==> config.mk <==
export PLATFORM = sky130hd
export DESIGN_NAME = mole_scorer
export DESIGN_NICKNAME = d
export VERILOG_FILES = /design/src/rtl/mole_scorer.sv
export SDC_FILE = /design/constraint.sdc
export NUM_CORES = 1
export LEC_CHECK = 0
export BUFFER_PORTS_ARGS = -buffer_cell sky130_fd_sc_hd__buf_2
export CELL_PAD_IN_SITES_DETAIL_PLACEMENT = 1
export CELL_PAD_IN_SITES_GLOBAL_PLACEMENT = 2
export CORE_ASPECT_RATIO = 0.75
export CORE_UTILIZATION = 32
export CTS_CLUSTER_DIAMETER = 80
export CTS_CLUSTER_SIZE = 16
export DETAILED_ROUTE_END_ITERATION = 10
export GPL_ROUTABILITY_DRIVEN = 0
export PLACE_DENSITY_LB_ADDON = 0.1
export SYNTH_ARGS = -nofsm -noshare
export SYNTH_HDL_FRONTEND = slang
export SYNTH_SLANG_ARGS = --single-unit
==> constraint.sdc <==
create_clock -name clk -period 4.8 [get_ports clk]
set_input_delay 0.48 -clock clk [delete_from_list [all_inputs] [get_ports clk]]
set_output_delay 0.48 -clock clk [all_outputs]
set_load 0.02 [all_outputs]
==> src/rtl/mole_scorer.sv <==
// mole_scorer: button sync/edge detect, hit/miss judging, score/lives and IDLE/PLAY/OVER control.
// Optional macro WRONG_PRESS_PENALTY_EN: a press on an unlit or unarmed mole costs a life.
module mole_scorer #(
  parameter int SCORE_W = 8,
  parameter int LIVES   = 3
) (
  input  logic               clk,
  input  logic               reset,
  input  logic               start,
  input  logic [8:0]         lights,
  input  logic [8:0]         buttons,
  output logic [8:0]         hit_clear,
  output logic [SCORE_W-1:0] score,
  output logic [3:0]         lives,
  output logic               hit,
  output logic               miss,
  output logic               playing,
  output logic               game_over
);
  localparam logic [1:0] IDLE = 2'd0;
  localparam logic [1:0] PLAY = 2'd1;
  localparam logic [1:0] OVER = 2'd2;
  localparam logic [SCORE_W+3:0] SCORE_MAX = {4'd0, {SCORE_W{1'b1}}};

  logic [1:0]         state_q, state_d;
  logic [SCORE_W-1:0] score_q, score_d;
  logic [3:0]         lives_q, lives_d, lives_n;
  logic [8:0]         armed_q, armed_d, lights_q;
  logic [8:0]         s1_q, s2_q, s3_q;
  logic [8:0]         hit_clear_q, press, rise, fall, hits, misses, wrong;
  logic               hit_q, miss_q, play, enter;
  logic [SCORE_W+3:0] sum;
  logic [4:0]         loss;

  function automatic logic [3:0] popcnt(input logic [8:0] v);
    logic [3:0] c;
    c = 4'd0;
    for (int k = 0; k < 9; k++) c = c + {3'd0, v[k]};
    return c;
  endfunction

  always_comb begin
    press  = s2_q & ~s3_q;
    rise   = lights & ~lights_q;
    fall   = ~lights & lights_q;
    play   = state_q == PLAY;
    enter  = start && !play;
    hits   = play ? press & lights & armed_q : 9'd0;
    misses = play ? fall & armed_q : 9'd0;
`ifdef WRONG_PRESS_PENALTY_EN
    wrong  = play ? press & ~(lights & armed_q) & ~fall : 9'd0;
`else
    wrong  = 9'd0;
`endif
    sum     = {4'd0, score_q} + {{SCORE_W{1'b0}}, popcnt(hits)};
    loss    = {1'b0, popcnt(misses)} + {1'b0, popcnt(wrong)};
    lives_n = loss >= {1'b0, lives_q} ? 4'd0 : lives_q - loss[3:0];
    state_d = enter ? PLAY : (play && lives_n == 4'd0) ? OVER : state_q;
    score_d = enter ? '0 : play ? (sum > SCORE_MAX ? {SCORE_W{1'b1}} : sum[SCORE_W-1:0]) : score_q;
    lives_d = enter ? 4'(LIVES) : play ? lives_n : lives_q;
    armed_d = enter ? 9'd0 : play ? (armed_q | rise) & ~hits & ~misses : armed_q;
  end

  always_ff @(posedge clk) begin
    if (reset) begin
      state_q     <= IDLE;
      score_q     <= '0;
      lives_q     <= 4'(LIVES);
      armed_q     <= '0;
      lights_q    <= '0;
      s1_q        <= '0;
      s2_q        <= '0;
      s3_q        <= '0;
      hit_clear_q <= '0;
      hit_q       <= 1'b0;
      miss_q      <= 1'b0;
    end else begin
      state_q     <= state_d;
      score_q     <= score_d;
      lives_q     <= lives_d;
      armed_q     <= armed_d;
      lights_q    <= lights;
      s1_q        <= buttons;
      s2_q        <= s1_q;
      s3_q        <= s2_q;
      hit_clear_q <= hits;
      hit_q       <= |hits;
      miss_q      <= |(misses | wrong);
    end
  end

  assign hit_clear = hit_clear_q;
  assign score     = score_q;
  assign lives     = lives_q;
  assign hit       = hit_q;
  assign miss      = miss_q;
  assign playing   = state_q == PLAY;
  assign game_over = state_q == OVER;
endmodule

==> results.sh, run 1 <==
export IMPL_r2r_end="state_q[0]"
export IMPL_period_minus_slack_ns=4.593
export IMPL_cts_max_level=3
export IMPL_vias=2414
export IMPL_muxShareOfSynthArea_pct=0
export IMPL_synth_compound_area_share_pct=11.49
export IMPL_arrival_ns=4.82
export IMPL_finalClockSkew_ns=0.005267
export IMPL_ff2ff_path_depth=16
export IMPL_synthTopCellsByArea="dfxtp_1 (45%), nor2b_1 (8.2%), fa_1 (7.7%)"
export IMPL_hp_start="buttons[7]"
export IMPL_yosysUniqueCellTypes=46
export IMPL_syn_avg_cell_area_um2=9.477
export IMPL_io_buffer_count=45
export IMPL_rows=30
export IMPL_initial_core_util_pct=33.83
export IMPL_cts_hold_buf=0
export IMPL_fmax_ghz=0.2177
export IMPL_grt_pass1_vias=2478
export IMPL_crit_end="state_q[0]"
export IMPL_drtIter0Drc=60
export IMPL_drv_slew=0
export IMPL_synth_top_area_cell="dfxtp_1"
export IMPL_netlist_area_leader_share_pct=44.67
export IMPL_clockBufferDepth=2
export IMPL_power_density_mw_per_mm2=366.8
export IMPL_path_class="reg -> reg"
export IMPL_die_y_um=87.74
export IMPL_dp_slack_ns=0.05649
export IMPL_clkSlewWorstSetupHoldPaths_ns=0.06
export IMPL_crit_path_start="state_q[1]"
export IMPL_layout_cells_non_filler=515
export IMPL_yosys_area_share_simple_pct=23.85
export IMPL_irDropWorstVdd_uv=200.5
export IMPL_fillCellCount=1091
export IMPL_hold_violations=0
export IMPL_cts_tree="built"
export IMPL_final_setup_viol_count=0
export IMPL_wl_um=7768
export IMPL_final_util_pct=42.01
export IMPL_p_leak_nw=1.684
export IMPL_slew_headroom_pct=38.59
export IMPL_final_nets=428
export IMPL_start_kind="flip-flop"
export IMPL_core_region_area_mm2=0.009271
export IMPL_cap_violations=0
export IMPL_synth_edff_count=0
export IMPL_path_max_fanout=6
export IMPL_rsz0062_at_grt="no"
export IMPL_clkLatencyLatePin_ns=0.34
export IMPL_numCtsBuffers=9
export IMPL_tightest_slew_ns=0.9211
export IMPL_grt_pass1_wl_um=12760
export IMPL_grt_max_degree=50
export IMPL_ys_warn_count=0
export IMPL_die_area_mm2=0.01021
export IMPL_syn_inst=331
export IMPL_hold_class="in -> reg"
export IMPL_top_level_ports=46
export IMPL_avgRoutedWirePerCell_um=15.08
export IMPL_drcViolationCount=0
export IMPL_end_kind="flip-flop"
export IMPL_routed_via_density=4.687
export IMPL_cp_data_required_time_ns=5.03
export IMPL_track_usage_pct=17.07
export IMPL_antenna_found_initial=1
export IMPL_status="finished, final reports clean"
export IMPL_drive_gt1_share_pct=21.71
export IMPL_overflow=0
export IMPL_dr_pass1_iters=4
export IMPL_synth_area_mm2=0.003137
export IMPL_n_antenna_cell=0
export IMPL_dp_cells=497
export IMPL_cts_root_buf="clkbuf_16"
export IMPL_synth_seq_area_share_pct=44.67
export IMPL_ys_async_sr_fraction_pct=0
export IMPL_fin_tns_setup_ns=0
export IMPL_synth_top_family_by_area="simple AND/OR/NAND/NOR gates"
export IMPL_ys_ff_latch=70
export IMPL_dpl_hpwl_um=5727
export IMPL_synth_ff_type="dfxtp_1"
export IMPL_fin_crit_sh_pct=95.68
export IMPL_reg2reg_from="state_q[1]"
export IMPL_reg2reg_slack_ns=0.21
export IMPL_die_w_um=116.3
export IMPL_fin_ws_ns=0.2074
export IMPL_synth_nets=377
export IMPL_yosys_area_share_adder_pct=12.84
export IMPL_ant_nets=0
export IMPL_synthToLayoutAreaGrowth_pct=24.17
export IMPL_synth_xor_xnor_area_share_pct=1.675
export IMPL_clkSinkCount=70
-- routing by layer --
metal  global-route usage, %  up-vias  part of all wire [%]
met5                       0        -                     0
met4                   6.643        0                   1.6
met3                   4.775        9                   4.2
met2                   24.37       44                    42
met1                   24.20     1142                    52
li1                        -     1219                     -
-- stage by stage --
stage	instance area [um^2]	total power (W)	hold slack (ns)
2_1_floorplan	3137	0.0006831	0.4138
3_3_place_gp	3500	0.0007156	0.4167
3_5_place_dp	3500	0.0007175	0.4282
4_1_cts	3824	0.001449	0.3353
5_1_grt	3895	0.001491	0.3492
6_report	3895	0.001429	0.3483
-- worst max-delay path, stage by stage (launching register included) --
cell	delay, ns
dfxtp_1	0.32
nand2b_4	0.15
inv_4	0.09
nand2_2	0.08
nor3b_4	0.22
fa_1	0.44
inv_1	0.08
fa_1	0.43
fa_1	0.50
fa_2	0.42
fa_1	0.54
fa_2	0.40
xnor2_1	0.26
nand3_1	0.12
nor2_1	0.13
a311oi_2	0.07
o221a_2	0.24
-- timing repair --
action                                  4_1_cts  5_1_grt
endpoints found under the setup margin        0        6
setup buffers                                 0        2
gates resized for setup                       0       12
-- cells in the mapped netlist (all sizes together), types with 2 or more instances --
master,n
nand3,5
nand2,28
nor3,12
o211a,2
xnor2,3
ha,13
a211oi,2
dfxtp,70
and3,2
nand4b,10
fa,12
clkbuf,8
buf,5
and4,3
nor2b,41
nor3b,3
nand4,2
inv,27
a31oi,3
o21ai,15
nor2,18
a21oi,23
nor4,2
xor2,3
a21o,4
-- worst min-delay path by stage --
stage,to,slack [ns],cells after the start
global route,s1_q[1],0.35,2
detailed placement,s2_q[4],0.43,1
floorplan,s2_q[0],0.41,1
CTS,s1_q[7],0.34,2
finish,s1_q[7],0.35,2
global placement,s2_q[8],0.42,1
-- state kept, by name, indices dropped and copies added, names as in the netlist --
name       flops
armed_q        9
hit            1
hit_clear      9
lights_q       9
lives          4
miss           1
s1_q           9
s2_q           9
s3_q           9
score          8
state_q        2
-- final cells by class --
class                   instances  area [um^2]  area share [%]
clock buffers                  11        242.7           6.232
clock inverters                 5        81.33           2.088
inverters                      27        103.9           2.666
multi-input cells             221         1619           41.57
flip-flops and latches         70         1403           36.01
well taps                     128        160.2           4.112
repair buffers                 53        285.3           7.324
-- cells by family after synthesis --
| logic type | count (synthesis) |
|---|---|
| AO/OA/AOI/OAI | 59 |
| XOR/XNOR | 6 |
| adder cells (fa/ha/maj) | 25 |
| buffers and inverters | 40 |
| flip-flops | 70 |
| AND/OR/NAND/NOR | 131 |
-- where the power goes --
part	total [W]	switching (W)	internal (W)	leakage (nW)
clock	0.000722	0.000252	0.000470	0.156
combinational	0.0000934	0.0000563	0.0000371	0.955
sequential	0.000614	0.0000123	0.000601	0.573
-- cells in the final DEF, fill, tap and decap left out, types with 3 or more instances in the layout --
cell | netlist | final
nor3_1 | 11 | 11
o21ai_0 | 15 | 15
fa_1 | 12 | 10
clkbuf_16 | 0 | 9
nand2_1 | 27 | 26
a21oi_1 | 23 | 21
buf_4 | 0 | 8
a21o_1 | 4 | 4
dfxtp_1 | 70 | 69
nor2_1 | 18 | 18
inv_1 | 26 | 26
buf_2 | 3 | 45
ha_1 | 13 | 12
nand3_1 | 5 | 5
nand4b_1 | 10 | 10
nor2b_1 | 41 | 41
xnor2_1 | 3 | 3
a31oi_1 | 3 | 3
No activity file was read; power rests on OpenSTA's default activity.
==> inputs of run 2 (changes only) <==
CORE_UTILIZATION = 38   (was 32)
clock period = 5.7 ns   (was 4.8 ns; I/O delays follow)
==> run 2 against run 1 <==
  * Critical path depth did not move
  * Non-clock buffer count fell by 5
  * Count of clock-buffer cells in the layout fell by 1
  * Global-route usage rose by 2.6 points
  * Clock skew rose by 0.0025 ns
  * Core utilization rose by 4.7 points
  * Cell count fell by 5.4%
  * Sequential share of layout area rose by 1.7 points
  * Worst hold slack improved by 0.076 ns
  * Flip-flop and latch count did not move
  * Design area fell by 4.5%
  * Worst setup slack improved by 0.39 ns
  * Critical path type unchanged
  * Critical endpoint unchanged
==> results.sh, run 2 (synthesis results as in run 1) <==
export IMPL_fin_crit_sh_pct=89.44
export IMPL_cts_setup_buffers=0
export IMPL_path_class="reg -> reg"
export IMPL_switching_share_pct=21.79
export IMPL_dr_pass1_iters=4
export IMPL_cp_data_required_time_ns=6.00
export IMPL_path_max_fanout=20
export IMPL_power_frac_comb_pct=6.6
export IMPL_cts_hold_buf=0
export IMPL_clkSlewWorstSetupHoldPaths_ns=0.07
export IMPL_final_cell_mix="dfxtp_1 (70), buf_2 (45), nor2b_1 (41), nand2_1 (27), inv_1 (26)"
export IMPL_overflow=0
export IMPL_die_w_um=106.9
export IMPL_max_stage_delay_ns=0.50
export IMPL_wl_um=7475
export IMPL_arrival_ns=5.40
export IMPL_io_buffer_count=45
export IMPL_clkSinkCount=70
export IMPL_final_common_cell="dfxtp_1"
export IMPL_rows=28
export IMPL_hold_class="in -> reg"
export IMPL_initial_core_util_pct=39.44
export IMPL_dpl_hpwl_um=5506
export IMPL_clkLatencyLatePin_ns=0.35
export IMPL_routed_via_density=4.988
export IMPL_crit_chain="nand2b_1 > inv_4 > nand2_1 > nor3b_2 > fa_1 > inv_1 > fa_1 > fa_1 > fa_1 > fa_1 > fa_1 > o211a_1 > a21oi_1 > o21ai_0 > a311oi_1 > o221a_2"
export IMPL_drive_gt1_share_pct=18.32
export IMPL_synthToLayoutAreaGrowth_pct=18.55
export IMPL_drcViolationCount=0
export IMPL_core_region_area_mm2=0.007953
export IMPL_end_kind="flip-flop"
export IMPL_grt_max_degree=50
export IMPL_vias=2429
export IMPL_avgRoutedWirePerCell_um=15.35
export IMPL_hold_violations=0
export IMPL_top_level_ports=46
export IMPL_pwr_share_clk_pct=47.5
export IMPL_ant_nets=0
export IMPL_seq_power_share_pct=45.9
export IMPL_rsz0062_at_grt="no"
export IMPL_start_kind="flip-flop"
export IMPL_multi_input_area_mm2=0.001564
export IMPL_status="finished, final reports clean"
export IMPL_cts_resized=0
export IMPL_p_int_w=0.0008794
export IMPL_tightest_slew_ns=0.8837
export IMPL_numCtsBuffers=9
export IMPL_drv_slew=0
export IMPL_grt_pass1_wl_um=12410
export IMPL_final_setup_viol_count=0
export IMPL_crit_top_cell="fa_1"
export IMPL_clockBufferDepth=2
export IMPL_cts_max_level=3
export IMPL_grt_pass1_vias=2393
export IMPL_finalClockSkew_ns=0.007802
export IMPL_cap_violations=0
export IMPL_p_leak_nw=1.620
export IMPL_fin_total_pwr_w=0.001124
export IMPL_power_density_mw_per_mm2=302.4
export IMPL_antenna_found_initial=0
export IMPL_power_switching_w=0.0002449
export IMPL_cts_tree="built"
export IMPL_track_usage_pct=19.66
export IMPL_die_area_mm2=0.008626
export IMPL_die_y_um=80.69
export IMPL_fmax_ghz=0.1961
export IMPL_n_antenna_cell=0
export IMPL_final_nets=423
export IMPL_slowest_stage="fa_1"
export IMPL_drtIter0Drc=94
export IMPL_fin_tns_setup_ns=0
export IMPL_period_minus_slack_ns=5.098
export IMPL_slew_headroom_pct=41.09
export IMPL_irDropWorstVdd_uv=234.8
export IMPL_seqCellArea_mm2=0.001401
export IMPL_fillCellCount=926
export IMPL_cts_root_buf="clkbuf_8"
==> run 2: layout make-up <==
cell class	count	share of cell area [%]
Clock buffer	10	3.701
Clock inverter	6	3.567
Inverter	27	2.793
Multi-Input combinational cell	221	42.06
Sequential cell	70	37.68
Tap cell	105	3.533
Timing Repair Buffer	48	6.662
==> run 2: stage by stage <==
stage                     instance area, um^2  utilization [%]  hold slack [ns]  std cells  setup slack, ns
final                                    3719            46.76           0.4243        487           0.6018
after global routing                     3719            46.76           0.4068        487           0.3885
after CTS                                3719            46.76           0.4012        487           0.6056
after detailed placement                 3448            43.36           0.4262        471           0.6471
after global placement                   3448            43.36           0.4186        471           0.8727
after floorplan                          3137                -           0.4138        331           0.9139
==> run 2: routing by layer <==
layer | wire, um | vias to the layer above | share of wire, % | track usage (%)
met5 | 0 | - | 0 | 0
met4 | 97 | 0 | 1.3 | 6.575
met3 | 350 | 10 | 4.7 | 5.601
met2 | 3012 | 53 | 40 | 28.84
met1 | 4015 | 1156 | 54 | 27.49
li1 | - | 1210 | - | -
==> run 2: worst paths after layout <==
| path | start | slack, ns | cells past startpoint | to |
|---|---|---|---|---|
| worst min register to register | s1_q[6] | 0.44 | 1 | s2_q[6] |
| worst min-delay path | buttons[6] | 0.42 | 2 | s1_q[6] |
| worst max register to register | state_q[0] | 0.60 | 16 | state_q[0] |
| worst max-delay path | state_q[0] | 0.60 | 16 | state_q[0] |
==> run 2: power groups by stage <==
stage | clock network, W | registers [W] | logic (W)
floorplan | 0 | 0.000526 | 0.0000497
global placement | 0 | 0.000526 | 0.0000740
detailed placement | 0 | 0.000527 | 0.0000754
CTS | 0.000551 | 0.000516 | 0.0000758
global route | 0.000566 | 0.000518 | 0.0000841
finish | 0.000534 | 0.000516 | 0.0000745
==> run 2: worst max-delay path, delay by kind of cell, from the launching register on <==
family,cells,cell delay [ns]
compound gates,5,1.06
fa+ha+maj,6,2.75
buf+inv,2,0.30
flops,1,0.40
simple gates,3,0.54
